===== src/rtl/ccdl_pkg.sv =====
// Shared CCDL definitions: decoder state encoding, frame geometry and Manchester polarity.
// Used by both the line encoder and the receive decoder.
package ccdl_pkg;

  typedef enum logic [2:0] {
    StIdle,
    StSyncLo,
    StSyncHi,
    StData,
    StCheck
  } ccdl_state_e;

  localparam int unsigned C_DATA_BITS  = 16;
  localparam int unsigned C_FRAME_BITS = 17;

  // Level of the first half-bit that encodes a logical '1'.
  localparam logic C_MANCH_ONE_FIRST = 1'b1;

endpackage


===== src/rtl/ccdl_rx_decoder_if.sv =====
// Write-side handshake between the CCDL receive decoder and the RX FIFO.
interface ccdl_rx_decoder_if;
  import ccdl_pkg::*;

  logic [C_DATA_BITS-1:0] rx_data;
  logic                   wr_en;
  logic                   fifo_full;

  modport master (
    output rx_data,
    output wr_en,
    input  fifo_full
  );

  modport slave (
    input  rx_data,
    input  wr_en,
    output fifo_full
  );

endinterface


===== src/rtl/ccdl_line_sync.sv =====
// Two-flop synchronizer for the asynchronous CCDL line plus one-cycle rise/fall pulses.
// Flops reset to the idle-high level so a reset never manufactures a falling edge.
module ccdl_line_sync (
  input  logic clk_i,
  input  logic rst_i,
  input  logic line_i,
  output logic s_o,
  output logic rise_o,
  output logic fall_o
);

  logic meta_q;
  logic s_q;
  logic s_prev_q;

  always_ff @(posedge clk_i) begin
    if (rst_i) begin
      meta_q   <= 1'b1;
      s_q      <= 1'b1;
      s_prev_q <= 1'b1;
    end else begin
      meta_q   <= line_i;
      s_q      <= meta_q;
      s_prev_q <= s_q;
    end
  end

  assign s_o    = s_q;
  assign rise_o = s_q & ~s_prev_q;
  assign fall_o = ~s_q & s_prev_q;

endmodule


===== src/rtl/ccdl_rx_decoder.sv =====
// CCDL receive decoder: qualifies the 1.5+1.5 bit sync, samples 17 Manchester bits,
// checks odd parity and pushes good words into the RX FIFO.
module ccdl_rx_decoder
  import ccdl_pkg::*;
#(
  parameter int unsigned C_OSR = 8,
  parameter int unsigned C_TOL = 2
) (
  input  logic              I_clk_80M,
  input  logic              I_rst,
  input  logic              I_decode_en,
  input  logic              I_clr,
  input  logic              I_COM_CCDL_IN,
  ccdl_rx_decoder_if.master fifo,
  output logic              O_busy,
  output logic [15:0]       O_frame_cnt,
  output logic [7:0]        O_err_cnt,
  output logic              O_parity_err,
  output logic              O_manch_err,
  output logic              O_overflow
);

  localparam int unsigned H   = C_OSR / 2;
  localparam int unsigned PhW = $clog2(3 * C_OSR + C_OSR);

  localparam logic [PhW-1:0] PhOne     = PhW'(1);
  localparam logic [PhW-1:0] PhHalf    = PhW'(H);
  localparam logic [PhW-1:0] PhTwoH    = PhW'(2 * H);
  localparam logic [PhW-1:0] PhSyncEnd = PhW'(3 * H - 1);
  localparam logic [PhW-1:0] PhOsr     = PhW'(C_OSR);
  localparam logic [PhW-1:0] PhBitEnd  = PhW'(C_OSR - 1);
  localparam logic [PhW-1:0] PhFirst   = PhW'(H / 2);
  localparam logic [PhW-1:0] PhSecond  = PhW'(H + H / 2);
  localparam logic [PhW-1:0] PhLoMin   = PhW'(3 * H - C_TOL);
  localparam logic [PhW-1:0] PhLoMax   = PhW'(3 * H + C_TOL);
  localparam logic [4:0]     LastBit   = 5'(C_FRAME_BITS - 1);

  logic s;
  logic rise;
  logic fall;

  ccdl_line_sync u_line_sync (
    .clk_i  (I_clk_80M),
    .rst_i  (I_rst),
    .line_i (I_COM_CCDL_IN),
    .s_o    (s),
    .rise_o (rise),
    .fall_o (fall)
  );

  ccdl_state_e              state_q;
  logic [PhW-1:0]           phase_q;
  logic [4:0]               bit_idx_q;
  logic                     first_q;
  logic [C_FRAME_BITS-2:0]  shift_q;
  logic [C_DATA_BITS-1:0]   rx_data_q;
  logic                     wr_en_q;
  logic [15:0]              frame_cnt_q;
  logic [7:0]               err_cnt_q;
  logic                     parity_err_q;
  logic                     manch_err_q;
  logic                     overflow_q;

  logic                     new_bit;
  logic [C_FRAME_BITS-1:0]  frame_w;
  logic [7:0]               err_cnt_inc;

  assign new_bit     = (first_q == C_MANCH_ONE_FIRST);
  assign frame_w     = {shift_q, new_bit};
  assign err_cnt_inc = (err_cnt_q == 8'hFF) ? err_cnt_q : err_cnt_q + 8'd1;

  // In IDLE and SYNC_LO phase_q is a run length; afterwards it is the time since the
  // mid-sync rising edge (SYNC_HI) or the offset within the current bit (DATA).
  always_ff @(posedge I_clk_80M) begin
    if (I_rst) begin
      state_q      <= StIdle;
      phase_q      <= '0;
      bit_idx_q    <= '0;
      first_q      <= 1'b0;
      shift_q      <= '0;
      rx_data_q    <= '0;
      wr_en_q      <= 1'b0;
      frame_cnt_q  <= '0;
      err_cnt_q    <= '0;
      parity_err_q <= 1'b0;
      manch_err_q  <= 1'b0;
      overflow_q   <= 1'b0;
    end else begin
      wr_en_q <= 1'b0;
      if (!I_decode_en && state_q != StIdle) begin
        state_q <= StIdle;
        phase_q <= '0;
      end else begin
        unique case (state_q)
          StIdle: begin
            if (I_decode_en && fall && phase_q >= PhOsr) begin
              state_q <= StSyncLo;
              phase_q <= PhOne;
            end else if (s) begin
              if (phase_q != PhOsr) phase_q <= phase_q + PhOne;
            end else begin
              phase_q <= '0;
            end
          end
          StSyncLo: begin
            if (rise) begin
              if (phase_q >= PhLoMin && phase_q <= PhLoMax) begin
                state_q <= StSyncHi;
              end else begin
                state_q <= StIdle;
              end
              phase_q <= PhOne;
            end else if (phase_q >= PhLoMax) begin
              state_q <= StIdle;
              phase_q <= '0;
            end else begin
              phase_q <= phase_q + PhOne;
            end
          end
          StSyncHi: begin
            if ((phase_q == PhHalf || phase_q == PhTwoH) && !s) begin
              err_cnt_q <= err_cnt_inc;
              state_q   <= StIdle;
              phase_q   <= '0;
            end else if (phase_q == PhSyncEnd) begin
              state_q   <= StData;
              phase_q   <= '0;
              bit_idx_q <= '0;
            end else begin
              phase_q <= phase_q + PhOne;
            end
          end
          StData: begin
            if (phase_q == PhFirst) first_q <= s;
            if (phase_q == PhSecond && s == first_q) begin
              manch_err_q <= 1'b1;
              err_cnt_q   <= err_cnt_inc;
              state_q     <= StIdle;
              phase_q     <= '0;
            end else if (phase_q == PhSecond && bit_idx_q == LastBit) begin
              // Verdict is taken with the parity bit so the write lands in the CHECK cycle.
              state_q <= StCheck;
              phase_q <= '0;
              if (!(^frame_w)) begin
                parity_err_q <= 1'b1;
                err_cnt_q    <= err_cnt_inc;
              end else if (fifo.fifo_full) begin
                overflow_q <= 1'b1;
              end else begin
                rx_data_q   <= frame_w[C_FRAME_BITS-1:1];
                wr_en_q     <= 1'b1;
                frame_cnt_q <= frame_cnt_q + 16'd1;
              end
            end else begin
              if (phase_q == PhSecond) shift_q <= frame_w[C_FRAME_BITS-2:0];
              if (phase_q == PhBitEnd) begin
                phase_q   <= '0;
                bit_idx_q <= bit_idx_q + 5'd1;
              end else begin
                phase_q <= phase_q + PhOne;
              end
            end
          end
          StCheck: begin
            state_q <= StIdle;
            phase_q <= '0;
          end
          default: begin
            state_q <= StIdle;
            phase_q <= '0;
          end
        endcase
      end
      if (I_clr) begin
        frame_cnt_q  <= '0;
        err_cnt_q    <= '0;
        parity_err_q <= 1'b0;
        manch_err_q  <= 1'b0;
        overflow_q   <= 1'b0;
      end
    end
  end

  assign fifo.rx_data = rx_data_q;
  assign fifo.wr_en   = wr_en_q;
  assign O_busy       = (state_q != StIdle);
  assign O_frame_cnt  = frame_cnt_q;
  assign O_err_cnt    = err_cnt_q;
  assign O_parity_err = parity_err_q;
  assign O_manch_err  = manch_err_q;
  assign O_overflow   = overflow_q;

endmodule


===== src/flat_wrapper.sv =====
// flat-port wrapper written by rule: the top's interface ports become plain ports
module ccdl_rx_decoder_flat import ccdl_pkg::*;
#(
  parameter int unsigned C_OSR = 8,
  parameter int unsigned C_TOL = 2
)
  (I_clk_80M, I_rst, I_decode_en, I_clr, I_COM_CCDL_IN, O_busy, O_frame_cnt, O_err_cnt, O_parity_err, O_manch_err, O_overflow, fifo_rx_data, fifo_wr_en, fifo_fifo_full);
  ccdl_rx_decoder_if fifo_i ();
  input  logic I_clk_80M;
  input  logic I_rst;
  input  logic I_decode_en;
  input  logic I_clr;
  input  logic I_COM_CCDL_IN;
  output logic O_busy;
  output logic [15:0] O_frame_cnt;
  output logic [7:0] O_err_cnt;
  output logic O_parity_err;
  output logic O_manch_err;
  output logic O_overflow;
  output wire logic [$bits(fifo_i.rx_data)-1:0] fifo_rx_data;
  output wire logic [$bits(fifo_i.wr_en)-1:0] fifo_wr_en;
  input wire logic [$bits(fifo_i.fifo_full)-1:0] fifo_fifo_full;
  assign fifo_rx_data = fifo_i.rx_data;
  assign fifo_wr_en = fifo_i.wr_en;
  assign fifo_i.fifo_full = fifo_fifo_full;
  ccdl_rx_decoder #(.C_OSR(C_OSR), .C_TOL(C_TOL)) u_core (.I_clk_80M(I_clk_80M), .I_rst(I_rst), .I_decode_en(I_decode_en), .I_clr(I_clr), .I_COM_CCDL_IN(I_COM_CCDL_IN), .fifo(fifo_i), .O_busy(O_busy), .O_frame_cnt(O_frame_cnt), .O_err_cnt(O_err_cnt), .O_parity_err(O_parity_err), .O_manch_err(O_manch_err), .O_overflow(O_overflow));
endmodule

===== config.mk =====
export PLATFORM = sky130hd
export DESIGN_NAME = ccdl_rx_decoder_flat
export DESIGN_NICKNAME = d
export VERILOG_FILES = /design/src/rtl/ccdl_pkg.sv /design/src/rtl/ccdl_rx_decoder_if.sv /design/src/rtl/ccdl_line_sync.sv /design/src/rtl/ccdl_rx_decoder.sv /design/src/flat_wrapper.sv
export SDC_FILE = /design/constraint.sdc
export NUM_CORES = 1
export LEC_CHECK = 0
export ABC_CLOCK_PERIOD_IN_PS = 2800
export CORE_UTILIZATION = 50
export CTS_CLUSTER_DIAMETER = 150
export DETAILED_ROUTE_END_ITERATION = 7
export GPL_ROUTABILITY_DRIVEN = 0
export PLACE_DENSITY = 0.77
export SLEW_MARGIN = 0
export SYNTH_ARGS = -nofsm -noshare
export SYNTH_HDL_FRONTEND = slang
export SYNTH_SLANG_ARGS = --single-unit

===== constraint.sdc =====
create_clock -name I_clk_80M -period 2.8 [get_ports I_clk_80M]
set_clock_uncertainty 0.2 [all_clocks]
set_input_delay 0.42 -clock I_clk_80M [delete_from_list [all_inputs] [get_ports I_clk_80M]]
set_output_delay 0.42 -clock I_clk_80M [all_outputs]
set_load 0.1 [all_outputs]

==> impl_metrics.sql, run 1 <==
INSERT INTO impl_metrics (metric_group, metric, value, unit) VALUES
('cts', 'tritoncts.num_buffers', '9', ''),
('timing', 'timing.slew.headroom', '0.675', ''),
('cts', 'cts.sinks', '77', ''),
('global_routing', 'number_of_global_route_vias_before_repair', '2924', ''),
('yosys', 'postSynthNetCount', '426', ''),
('floorplan', 'placeableCoreArea', '7290', 'sq um'),
('global_routing', 'global_route.overflow_total', '0', ''),
('finish', 'post_route_cells_drive_above_1_share', '0.220', ''),
('pwr', 'cellLeakagePower', '1.88', 'nW'),
('yosys', 'synth_edf_count', '0', ''),
('cts', 'cts_max_path_buffers', '2', ''),
('yosys', 'yosysWarningCount', '0', ''),
('critical_path', 'worst_endpoint_data_arrival_time', '2.87', 'ns'),
('worst_hold_path', 'classification_of_the_worst_slack_hold_path', 'reg2reg', ''),
('yosys', 'yosysTopAreaCell', 'dfxtp_1', ''),
('floorplan', 'initial_utilization', '0.518', ''),
('yosys', 'synth_seq_area_share', '0.408', ''),
('routing', 'vias_per_cell', '5.60', ''),
('critical_path', 'crit_path_start_kind', 'flip-flop', ''),
('cts', 'worst_skew_pair.late_latency', '0.34', 'ns'),
('timing', 'worstMarginPinSlew', '0.477', 'ns'),
('routing', 'via_count', '3249', ''),
('routing', 'route.detailed.drc', '0', ''),
('placed_design', 'detailedPlacementHpwl', '5.64', 'mm'),
('timing', 'final-setup-viol-count', '0', ''),
('yosys', 'yosys_register_bits', '77', ''),
('yosys', 'synth_top_flop_cell', 'dfxtp_1', ''),
('finish', 'syn2layout_area_growth', '22.7', '%'),
('timing', 'fmax', '0.360', 'GHz'),
('finish', 'antenna-diode-count', '0', ''),
('placed_design', 'placed_inst_area', '4360', 'sq um'),
('routing', 'wl_per_cell', '14.3', 'um'),
('cts', 'clkSlewWorstSetupHoldPaths', '0.08', 'ns'),
('timing', 'hold_viol_final', '0', ''),
('yosys', 'ys_types', '57', ''),
('floorplan', 'ios', '51', ''),
('yosys', 'synth_top_area_share', '0.408', ''),
('finish', 'final_core_utilization', '0.636', ''),
('routing', 'detail_route.first_pass.iterations', '4', ''),
('cts', 'tritoncts', 'done', ''),
('cts', 'cts-htree-levels', '3', ''),
('flow_run', 'max-cap-violations', '0', ''),
('pwr', 'vdd.ir_drop.worst', '0.239', 'mV'),
('global_routing', 'initial_antenna_violation_count', '0', ''),
('yosys', 'ys_top_cells_by_count', 'dfxtp_1, nor2_1, mux2i_1', ''),
('floorplan', 'die-height', '88.9', 'um'),
('timing', 'finalHoldWorstSlack', '0.216', 'ns'),
('critical_path', 'crit_fanout', '11', ''),
('global_routing', 'grt.total_usage', '0.218', ''),
('floorplan', 'die_area', '7910', 'sq um'),
('floorplan', 'chipWidth', '88.9', 'um'),
('routing', 'first_iter_violations', '132', ''),
('routing', 'postRouteAntennaNets', '0', ''),
('yosys', 'synth_async_sr_flop_share', '0', ''),
('status', 'outcome', 'finished clean', ''),
('yosys', 'synth.top_cells.by_area', 'dfxtp_1, mux2i_1, nor2_1', ''),
('global_routing', 'wire_length_of_the_first_global_routing_pass', '13.4', 'mm'),
('timing', 'rsz_0062_raised_after_global_routing', 'true', ''),
('cts', 'cts_root_buffer', 'clkbuf_8', ''),
('yosys', 'synthesis.area_per_instance', '9.17', 'sq um'),
('critical_path', 'worstPathRequired', '2.89', 'ns'),
('yosys', 'postSynthCellCount', '412', ''),
('timing', 'timing.final.max_slew_violations', '0', ''),
('finish', 'final_cell_area', '4640', 'sq um'),
('routing', 'wirelength', '8.29', 'mm'),
('critical_path', 'criticalPathCategory', 'reg2reg', ''),
('yosys', 'post-synth-top-count-cell', 'dfxtp_1', ''),
('pwr', 'power.density', '433', 'nW/um^2'),
('global_routing', 'largest_net_degree_at_the_start_of_global_routing', '37', ''),
('floorplan', 'placement_rows', '31', ''),
('timing', 'min_period_over_period', '0.992', ''),
('finish', 'final_stage_net_count', '490', ''),
('critical_path', 'crit_end_element', 'flip-flop', ''),
('critical_path', 'r2r_setup_slack', '0.02', 'ns'),
('timing', 'finalCriticalPeriod', '2.78', 'ns'),
('placed_design', 'place.port_buffers', '50', ''),
('yosys', 'post_synth_instance_area', '3780', 'sq um');
## flip-flops by register name, indices dropped and copies added, names as in the netlist
register,flops
u_core.O_err_cnt,8
u_core.O_frame_cnt,16
u_core.O_manch_err,1
u_core.O_overflow,1
u_core.O_parity_err,1
u_core.bit_idx_q,5
u_core.fifo.rx_data,16
u_core.fifo.wr_en,1
u_core.first_q,1
u_core.phase_q,5
u_core.shift_q,16
u_core.state_q,3
u_core.u_line_sync.meta_q,1
u_core.u_line_sync.s_o,1
u_core.u_line_sync.s_prev_q,1
## worst paths after layout
kind | startpoint | end | cells after the start
max | u_core.phase_q[2] | u_core.O_frame_cnt[7] | 8
min | u_core.u_line_sync.meta_q | u_core.u_line_sync.s_o | 1
max reg2reg | u_core.phase_q[2] | u_core.O_frame_cnt[7] | 8
min reg2reg | u_core.u_line_sync.meta_q | u_core.u_line_sync.s_o | 1
## where the power goes
| part | total [W] | internal (W) | switching [W] |
|---|---|---|---|
| Combinational | 0.0000773 | 0.0000303 | 0.0000469 |
| Clock | 0.000827 | 0.000434 | 0.000393 |
| Sequential | 0.00110 | 0.00110 | 0.00000454 |
| Total | 0.00201 | 0.00156 | 0.000445 |
## metrics by stage
stage	total power, W	TNS (ns)	instances	setup WS [ns]
floorplan	0.00117	0	412	0.140
CTS	0.00202	0	577	0.0108
global placement	0.00120	0	561	0.0594
finish	0.00201	0	580	0.0222
detailed placement	0.00120	0	561	0.00448
global route	0.00208	-0.787	580	-0.102
## routing by layer
layer  vias up  global-route usage  part of all wire
met4         0              0.0779             0.015
met1      1543               0.278              0.45
met5         -                   0                 0
li1       1619                   -                 -
met3        15              0.0545             0.042
met2        72               0.362              0.49
## worst max-delay path, cell delays in order, from the launching register on
cell       delay [ns]
dfxtp_1          0.53
nor4bb_4         0.39
o2111ai_2        0.18
buf_4            0.19
nor4_4           0.34
buf_4            0.19
mux2i_4          0.11
or4_1            0.53
nand2_1          0.07
## layout by cell type, fill, tap and decap left out, types with 5 or more instances in the layout
cell / instances
a21oi_1: 13
and3_1: 5
buf_4: 67
clkbuf_8: 10
dfxtp_1: 77
ha_1: 7
inv_1: 11
mux2i_1: 39
nand2_1: 35
nand3_1: 17
nand3b_1: 5
nor2_1: 51
nor3_1: 7
o211ai_1: 10
o21ai_0: 8
o31ai_1: 6
or3_1: 6
or4_1: 17
xnor2_1: 12
## repair_timing
action                                  in CTS  in global routing
pin swaps                                    0                  2
endpoints found under the setup margin       1                 26
hold buffers                                 0                  0
setup buffers                                0                  2
resized for setup                            1                  8
cloned                                       0                  1
## layout make-up
type	instances	area (sq um)
clock buffers	12	145
well taps	99	124
flip-flops and latches	77	1540
inverters	11	41.3
fillers	634	2660
multi-input cells	304	2170
clock inverters	4	47.5
repair buffers	73	568
## logic make-up (layout without fill, tap and decap cells)
logic type | after synthesis | in the layout | synth area share
flip-flops | 77 | 77 | 0.408
AND/OR/NAND/NOR | 173 | 173 | 0.241
buffers and inverters | 32 | 100 | 0.0401
multiplexers | 40 | 41 | 0.107
AO/OA/AOI/OAI | 62 | 62 | 0.118
adder cells (fa/ha/maj) | 8 | 8 | 0.0265
XOR/XNOR | 20 | 20 | 0.0599
No activity file was read; power rests on OpenSTA's default activity.
==> run 2: changes to the inputs <==
--- a/config.mk
+++ b/config.mk
@@ -9,8 +9,8 @@
 export CORE_UTILIZATION = 50
 export CTS_CLUSTER_DIAMETER = 150
 export DETAILED_ROUTE_END_ITERATION = 7
-export GPL_ROUTABILITY_DRIVEN = 0
 export PLACE_DENSITY = 0.77
+export SETUP_SLACK_MARGIN = 0.5
 export SLEW_MARGIN = 0
 export SYNTH_ARGS = -nofsm -noshare
 export SYNTH_HDL_FRONTEND = slang
==> impl_metrics.sql, run 2 (synthesized netlist as in run 1, its figures left out) <==
INSERT INTO impl_metrics (metric_group, metric, value, unit) VALUES
('routing', 'wl_per_cell', '16.1', 'um'),
('critical_path', 'r2r_end', 'u_core.O_frame_cnt[11]', ''),
('critical_path', 'worstPathRequired', '2.89', 'ns'),
('finish', 'final_core_utilization', '0.718', ''),
('cts', 'cts_max_path_buffers', '2', ''),
('routing', 'detail_route.first_pass.iterations', '4', ''),
('floorplan', 'initial_utilization', '0.518', ''),
('critical_path', 'worst_endpoint_data_arrival_time', '2.70', 'ns'),
('timing', 'min_period_over_period', '0.931', ''),
('cts', 'tritoncts.num_buffers', '9', ''),
('critical_path', 'r2r_setup_slack', '0.19', 'ns'),
('floorplan', 'die_area', '7910', 'sq um'),
('global_routing', 'grt.busiest_layer', 'met2', ''),
('pwr', 'vdd.ir_drop.worst', '0.247', 'mV'),
('floorplan', 'placeableCoreArea', '7290', 'sq um'),
('finish', 'syn2layout_area_growth', '38.5', '%'),
('timing', 'rsz_0062_raised_after_global_routing', 'true', ''),
('pwr', 'final_power', '0.00209', 'W'),
('critical_path', 'reg2reg_depth', '10', ''),
('floorplan', 'placement_rows', '31', ''),
('finish', 'layout.cells.most_common_list', 'buf_4, nor2_1, dfxtp_1, mux2i_1, nand2_1', ''),
('critical_path', 'crit_fanout', '6', ''),
('timing', 'worstMarginPinSlew', '1.17', 'ns'),
('pwr', 'sw_frac_of_total', '0.252', ''),
('routing', 'route.detailed.drc', '0', ''),
('global_routing', 'wire_length_of_the_first_global_routing_pass', '15.2', 'mm'),
('global_routing', 'largest_net_degree_at_the_start_of_global_routing', '29', ''),
('cts', 'tritoncts', 'done', ''),
('cts', 'clkSlewWorstSetupHoldPaths', '0.09', 'ns'),
('finish', 'mostFrequentLayoutCell', 'buf_4', ''),
('flow_run', 'max-cap-violations', '0', ''),
('routing', 'via_count', '3444', ''),
('routing', 'vias_per_cell', '5.66', ''),
('critical_path', 'criticalPathCategory', 'reg2reg', ''),
('placed_design', 'place.port_buffers', '50', ''),
('critical_path', 'critical_path.reg2reg.startpoint', 'u_core.phase_q[0]', ''),
('pwr', 'power.density', '400', 'nW/um^2'),
('global_routing', 'grt.total_usage', '0.249', ''),
('placed_design', 'finalWeightedCongestion', '0.820', ''),
('cts', 'cts_root_buffer', 'clkbuf_8', ''),
('global_routing', 'global_route.overflow_total', '0', ''),
('pwr', 'cell_internal_pwr', '0.00157', 'W'),
('finish', 'final_stage_net_count', '518', ''),
('pwr', 'power.share.combinational', '0.046', ''),
('critical_path', 'crit_path_start_kind', 'flip-flop', ''),
('global_routing', 'number_of_global_route_vias_before_repair', '3264', ''),
('global_routing', 'grtUsageMet1', '0.310', ''),
('pwr', 'cellLeakagePower', '2.11', 'nW'),
('worst_hold_path', 'worst_hold_path.num_cells', '1', ''),
('cts', 'worst_skew_pair.late_latency', '0.36', 'ns'),
('global_routing', 'grtUsageMet2', '0.429', ''),
('global_routing', 'initial_antenna_violation_count', '0', ''),
('critical_path', 'crit_end_element', 'flip-flop', ''),
('floorplan', 'ios', '51', ''),
('timing', 'fmax', '0.384', 'GHz'),
('timing', 'finalCriticalPeriod', '2.61', 'ns'),
('timing', 'timing.final.max_slew_violations', '0', ''),
('global_routing', 'gr_layer_usage_met3', '0.0397', ''),
('timing', 'timing.slew.headroom', '0.218', ''),
('pwr', 'power.clock.fraction', '0.427', ''),
('worst_hold_path', 'hp-start', 'u_core.u_line_sync.meta_q', ''),
('finish', 'post_route_cells_drive_above_1_share', '0.393', ''),
('timing', 'final-setup-viol-count', '0', ''),
('pwr', 'switchingPower', '0.000527', 'W'),
('finish', 'final.fill_count', '519', ''),
('pwr', 'seq_power_share', '0.527', ''),
('routing', 'postRouteAntennaNets', '0', ''),
('cts', 'cts-htree-levels', '3', ''),
('floorplan', 'chipWidth', '88.9', 'um'),
('worst_hold_path', 'classification_of_the_worst_slack_hold_path', 'reg2reg', ''),
('cts', 'cts.sinks', '77', ''),
('finish', 'antenna-diode-count', '0', ''),
('routing', 'wirelength', '9.79', 'mm'),
('routing', 'first_iter_violations', '179', ''),
('placed_design', 'detailedPlacementHpwl', '5.81', 'mm'),
('status', 'outcome', 'finished clean', ''),
('worst_hold_path', 'holdPathEnd', 'u_core.u_line_sync.s_o', ''),
('timing', 'hold_viol_final', '0', ''),
('floorplan', 'die-height', '88.9', 'um');
run 2: per-layer routing:
layer / vias to the layer above / wire [um]
li1: 1677 / -
met1: 1638 / 4320
met2: 111 / 4940
met3: 18 / 377
met4: 0 / 147
met5: - / 0
run 2: stage by stage:
stage / setup TNS [ns] / cells / cell area, sq um / hold WS [ns] / setup WS, ns
3_3_place_gp: -0.450 / 559 / 4450 / 0.200 / -0.0406
6_report: 0 / 608 / 5240 / 0.223 / 0.193
5_1_grt: 0 / 608 / 5240 / 0.261 / 0.0922
2_1_floorplan: 0 / 412 / 3900 / 0.189 / 0.398
4_1_cts: 0 / 600 / 5060 / 0.223 / 0.266
3_5_place_dp: -1.29 / 559 / 4450 / 0.203 / -0.111
run 2: final cells by class:
class	instances	area (sq um)	area share
timing repair buffer	100	833	0.159
tap	99	124	0.0237
clock buffer	9	124	0.0237
clock inverter	7	82.6	0.0158
multi-input combinational	305	2430	0.465
sequential	77	1590	0.304
inverter	11	47.5	0.00908
run 2: critical path, stage by stage, from the launching register on:
cell,delay (ns)
dfxtp_4,0.36
inv_4,0.06
ha_4,0.14
nor4bb_4,0.30
o2111ai_4,0.22
nor4_4,0.34
buf_4,0.17
mux2i_4,0.10
buf_6,0.17
nor4_4,0.26
mux2i_1,0.22
run 2: what timing repair did:
item,CTS,global route
buffers inserted,22,7
gates cloned,3,1
gates resized for setup,48,24
hold buffers,0,0
setup endpoints to repair,43,64
pin swaps,35,20
run 2: how the worst max path moves through the flow:
| stage | start | to | slack (ns) |
|---|---|---|---|
| after floorplan | u_core.phase_q[0] | u_core.O_frame_cnt[9] | 0.40 |
| after global placement | I_decode_en | u_core.fifo.rx_data[15] | -0.04 |
| after detailed placement | I_decode_en | u_core.fifo.rx_data[11] | -0.11 |
| after CTS | u_core.shift_q[14] | u_core.O_err_cnt[2] | 0.27 |
| after global routing | u_core.phase_q[0] | u_core.O_frame_cnt[0] | 0.09 |
| final | u_core.phase_q[0] | u_core.O_frame_cnt[11] | 0.19 |
run 2: power groups by stage:
stage	clock network [W]	registers, W	logic, W
final	0.000892	0.00110	0.0000967
after global routing	0.000948	0.00110	0.000104
after CTS	0.000899	0.00110	0.0000858
after detailed placement	0	0.00113	0.0000697
after global placement	0	0.00113	0.0000685
after floorplan	0	0.00113	0.0000460
==> run 3: changes to the inputs <==
--- a/config.mk
+++ b/config.mk
@@ -5,11 +5,13 @@
 export SDC_FILE = /design/constraint.sdc
 export NUM_CORES = 1
 export LEC_CHECK = 0
+export ABC_AREA = 1
 export ABC_CLOCK_PERIOD_IN_PS = 2800
 export CORE_UTILIZATION = 50
 export CTS_CLUSTER_DIAMETER = 150
 export DETAILED_ROUTE_END_ITERATION = 7
-export PLACE_DENSITY = 0.77
+export PLACE_DENSITY = 0.76
+export RECOVER_POWER = 50
 export SETUP_SLACK_MARGIN = 0.5
 export SLEW_MARGIN = 0
 export SYNTH_ARGS = -nofsm -noshare
==> impl_metrics.sql, run 3 <==
INSERT INTO impl_metrics (metric_group, metric, value, unit) VALUES
('yosys', 'postSynthCellCount', '579', ''),
('routing', 'via_count', '3968', ''),
('timing', 'finalHoldWorstSlack', '0.214', 'ns'),
('routing', 'wire_length_on_met1', '4.38', 'mm'),
('placed_design', 'place.port_buffers', '50', ''),
('cts', 'clkSlewWorstSetupHoldPaths', '0.09', 'ns'),
('placed_design', 'detailedPlacementHpwl', '6.79', 'mm'),
('placed_design', 'finalWeightedCongestion', '0.907', ''),
('timing', 'rsz_0062_raised_after_global_routing', 'true', ''),
('finish', 'final_stage_net_count', '645', ''),
('timing', 'final-setup-viol-count', '0', ''),
('global_routing', 'grt.total_usage', '0.234', ''),
('routing', 'vias_per_cell', '5.38', ''),
('routing', 'first_iter_violations', '166', ''),
('status', 'outcome', 'finished clean', ''),
('finish', 'final.fill_count', '748', ''),
('critical_path', 'cp.depth', '1', ''),
('critical_path', 'worst_endpoint_data_arrival_time', '1.73', 'ns'),
('critical_path', 'reg2reg_depth', '13', ''),
('yosys', 'yosysWarningCount', '0', ''),
('timing', 'timing.final.ws_setup', '0.446', 'ns'),
('timing', 'min_period_over_period', '0.841', ''),
('finish', 'post_route_cells_drive_above_1_share', '0.108', ''),
('worst_hold_path', 'classification_of_the_worst_slack_hold_path', 'reg2reg', ''),
('yosys', 'synth.top_cells.by_area', 'dfxtp_1, nand2_1, a21oi_1', ''),
('yosys', 'synth_edf_count', '0', ''),
('critical_path', 'slowest_stage', 'clkbuf_1', ''),
('pwr', 'power.density', '529', 'nW/um^2'),
('timing', 'hold_viol_final', '0', ''),
('yosys', 'synth_top_flop_cell', 'dfxtp_1', ''),
('cts', 'worst_skew_pair.late_latency', '0.36', 'ns'),
('finish', 'layout.cells.most_common_list', 'nand2_1, dfxtp_1, nor2_1, inv_1', ''),
('routing', 'wl_met3', '541', 'um'),
('cts', 'cts.sinks', '77', ''),
('floorplan', 'placement_rows', '32', ''),
('placed_design', 'placed_inst_area', '4650', 'sq um'),
('timing', 'setup_tns', '0', 'ns'),
('worst_hold_path', 'worst_hold_path.num_cells', '1', ''),
('yosys', 'synth_async_sr_flop_share', '0', ''),
('critical_path', 'path_delay_family', 'buffers and inverters', ''),
('critical_path', 'criticalPathCategory', 'reg2out', ''),
('placed_design', 'preCtsSetupSlack', '0.426', 'ns'),
('global_routing', 'global_route.overflow_total', '0', ''),
('floorplan', 'placeableCoreArea', '7890', 'sq um'),
('critical_path', 'crit_end_element', 'primary output', ''),
('critical_path', 'timing.critical_path.buf_inv', '1', ''),
('routing', 'routed.top_layer', 'met4', ''),
('cts', 'tritoncts.num_buffers', '9', ''),
('critical_path', 'crit_fanout', '7', ''),
('routing', 'detail_route.first_pass.iterations', '5', ''),
('yosys', 'synthesis.area_per_instance', '7.20', 'sq um'),
('yosys', 'postSynthNetCount', '593', ''),
('critical_path', 'max_incr_delay_on_cp', '0.91', 'ns'),
('global_routing', 'wire_length_of_the_first_global_routing_pass', '16.2', 'mm'),
('global_routing', 'initial_antenna_violation_count', '0', ''),
('timing', 'timing.slew.headroom', '0.172', ''),
('finish', 'antenna-diode-count', '0', ''),
('pwr', 'cellLeakagePower', '1.84', 'nW'),
('timing', 'fmax', '0.425', 'GHz'),
('critical_path', 'crit_path_cells', 'clkbuf_1', ''),
('yosys', 'post-synth-top-count-cell', 'nand2_1', ''),
('routing', 'wl_per_cell', '13.1', 'um'),
('routing', 'postRouteAntennaNets', '0', ''),
('critical_path', 'crit_path_start_kind', 'flip-flop', ''),
('yosys', 'synth_top_area_share', '0.370', ''),
('floorplan', 'die_area', '8710', 'sq um'),
('yosys', 'post_synth_instance_area', '4170', 'sq um'),
('flow_run', 'max-cap-violations', '0', ''),
('cts', 'cts_root_buffer', 'clkbuf_8', ''),
('yosys', 'yosys_register_bits', '77', ''),
('routing', 'wirelength', '9.65', 'mm'),
('cts', 'tritoncts', 'done', ''),
('finish', 'final_cell_area', '4770', 'sq um'),
('timing', 'worstMarginPinSlew', '1.24', 'ns'),
('yosys', 'synth_seq_area_share', '0.370', ''),
('cts', 'cts_max_path_buffers', '2', ''),
('routing', 'detailroute.wirelength.met2', '4.60', 'mm'),
('floorplan', 'ios', '51', ''),
('finish', 'mostFrequentLayoutCell', 'nand2_1', ''),
('global_routing', 'number_of_global_route_vias_before_repair', '3622', ''),
('yosys', 'yosysTopAreaCell', 'dfxtp_1', ''),
('yosys', 'ys_top_cells_by_count', 'nand2_1, dfxtp_1, nor2_1', ''),
('floorplan', 'chipWidth', '93.3', 'um'),
('floorplan', 'initial_utilization', '0.529', ''),
('timing', 'timing.final.max_slew_violations', '0', ''),
('routing', 'route.detailed.drc', '0', ''),
('cts', 'cts-htree-levels', '3', ''),
('floorplan', 'die-height', '93.3', 'um'),
('critical_path', 'worstPathRequired', '2.18', 'ns'),
('global_routing', 'largest_net_degree_at_the_start_of_global_routing', '35', ''),
('timing', 'finalCriticalPeriod', '2.35', 'ns'),
('yosys', 'ys_types', '40', ''),
('pwr', 'vdd.ir_drop.worst', '0.439', 'mV'),
('finish', 'syn2layout_area_growth', '14.5', '%');
run 3: changes by cell type in the layout (fill, tap and decap cells not counted), moves of 21 or more:
cell / before / now
a21oi_1: 10 / 46
buf_4: 78 / 10
clkbuf_1: 0 / 46
dfxtp_1: 45 / 69
dfxtp_2: 29 / 8
inv_1: 9 / 49
mux2i_1: 38 / 0
nand2_1: 33 / 127
nand4_1: 3 / 36
run 3: repair_timing:
action / in CTS / in global routing
buffers inserted: 2 / 6
endpoints found under the setup margin: 46 / 68
pin swaps: 0 / 3
hold buffers: 0 / 0
resized for setup: 3 / 12
run 3: area by class of cell:
class	instances	area [sq um]	area share
Inverter	55	210	0.0440
Clock inverter	7	90.1	0.0189
Sequential cell	77	1550	0.325
Multi-Input combinational cell	423	2340	0.489
Tap cell	102	128	0.0267
Clock buffer	9	124	0.0260
Timing Repair Buffer	65	334	0.0700
run 3: metrics by stage:
step,instances,util,total power [W]
finish,738,0.605,0.00253
global route,738,0.605,0.00265
CTS,732,0.620,0.00254
detailed placement,714,0.589,0.00164
global placement,714,0.589,0.00163
floorplan,579,-,0.00154
run 3: logic make-up after synthesis:
family | share of synthesized area
adder cells (fa/ha/maj) | 0.0240
AND/OR/NAND/NOR | 0.354
XOR/XNOR | 0.0672
flip-flops | 0.370
buffers and inverters | 0.0801
AO/OA/AOI/OAI | 0.105
run 3: power by group:
part	leakage, nW	switching, W	internal, W
Sequential	0.625	0.0000530	0.00113
Combinational	1.11	0.000304	0.000136
Clock	0.110	0.000467	0.000436
Total	1.84	0.000824	0.00170
run 3: worst paths after layout:
path,startpoint,to,slack [ns]
worst max register to register,u_core.phase_q[0],u_core.O_err_cnt[1],0.47
worst max-delay path,u_core.O_frame_cnt[2],O_frame_cnt[2],0.45
worst min register to register,u_core.u_line_sync.meta_q,u_core.u_line_sync.s_o,0.21
worst min-delay path,u_core.u_line_sync.meta_q,u_core.u_line_sync.s_o,0.21
run 3: metal layers:
metal  up-vias  global-route usage
met2        94               0.397
li1       2043                   -
met1      1820               0.288
met5         -                   0
met3        11              0.0431
met4         0               0.100
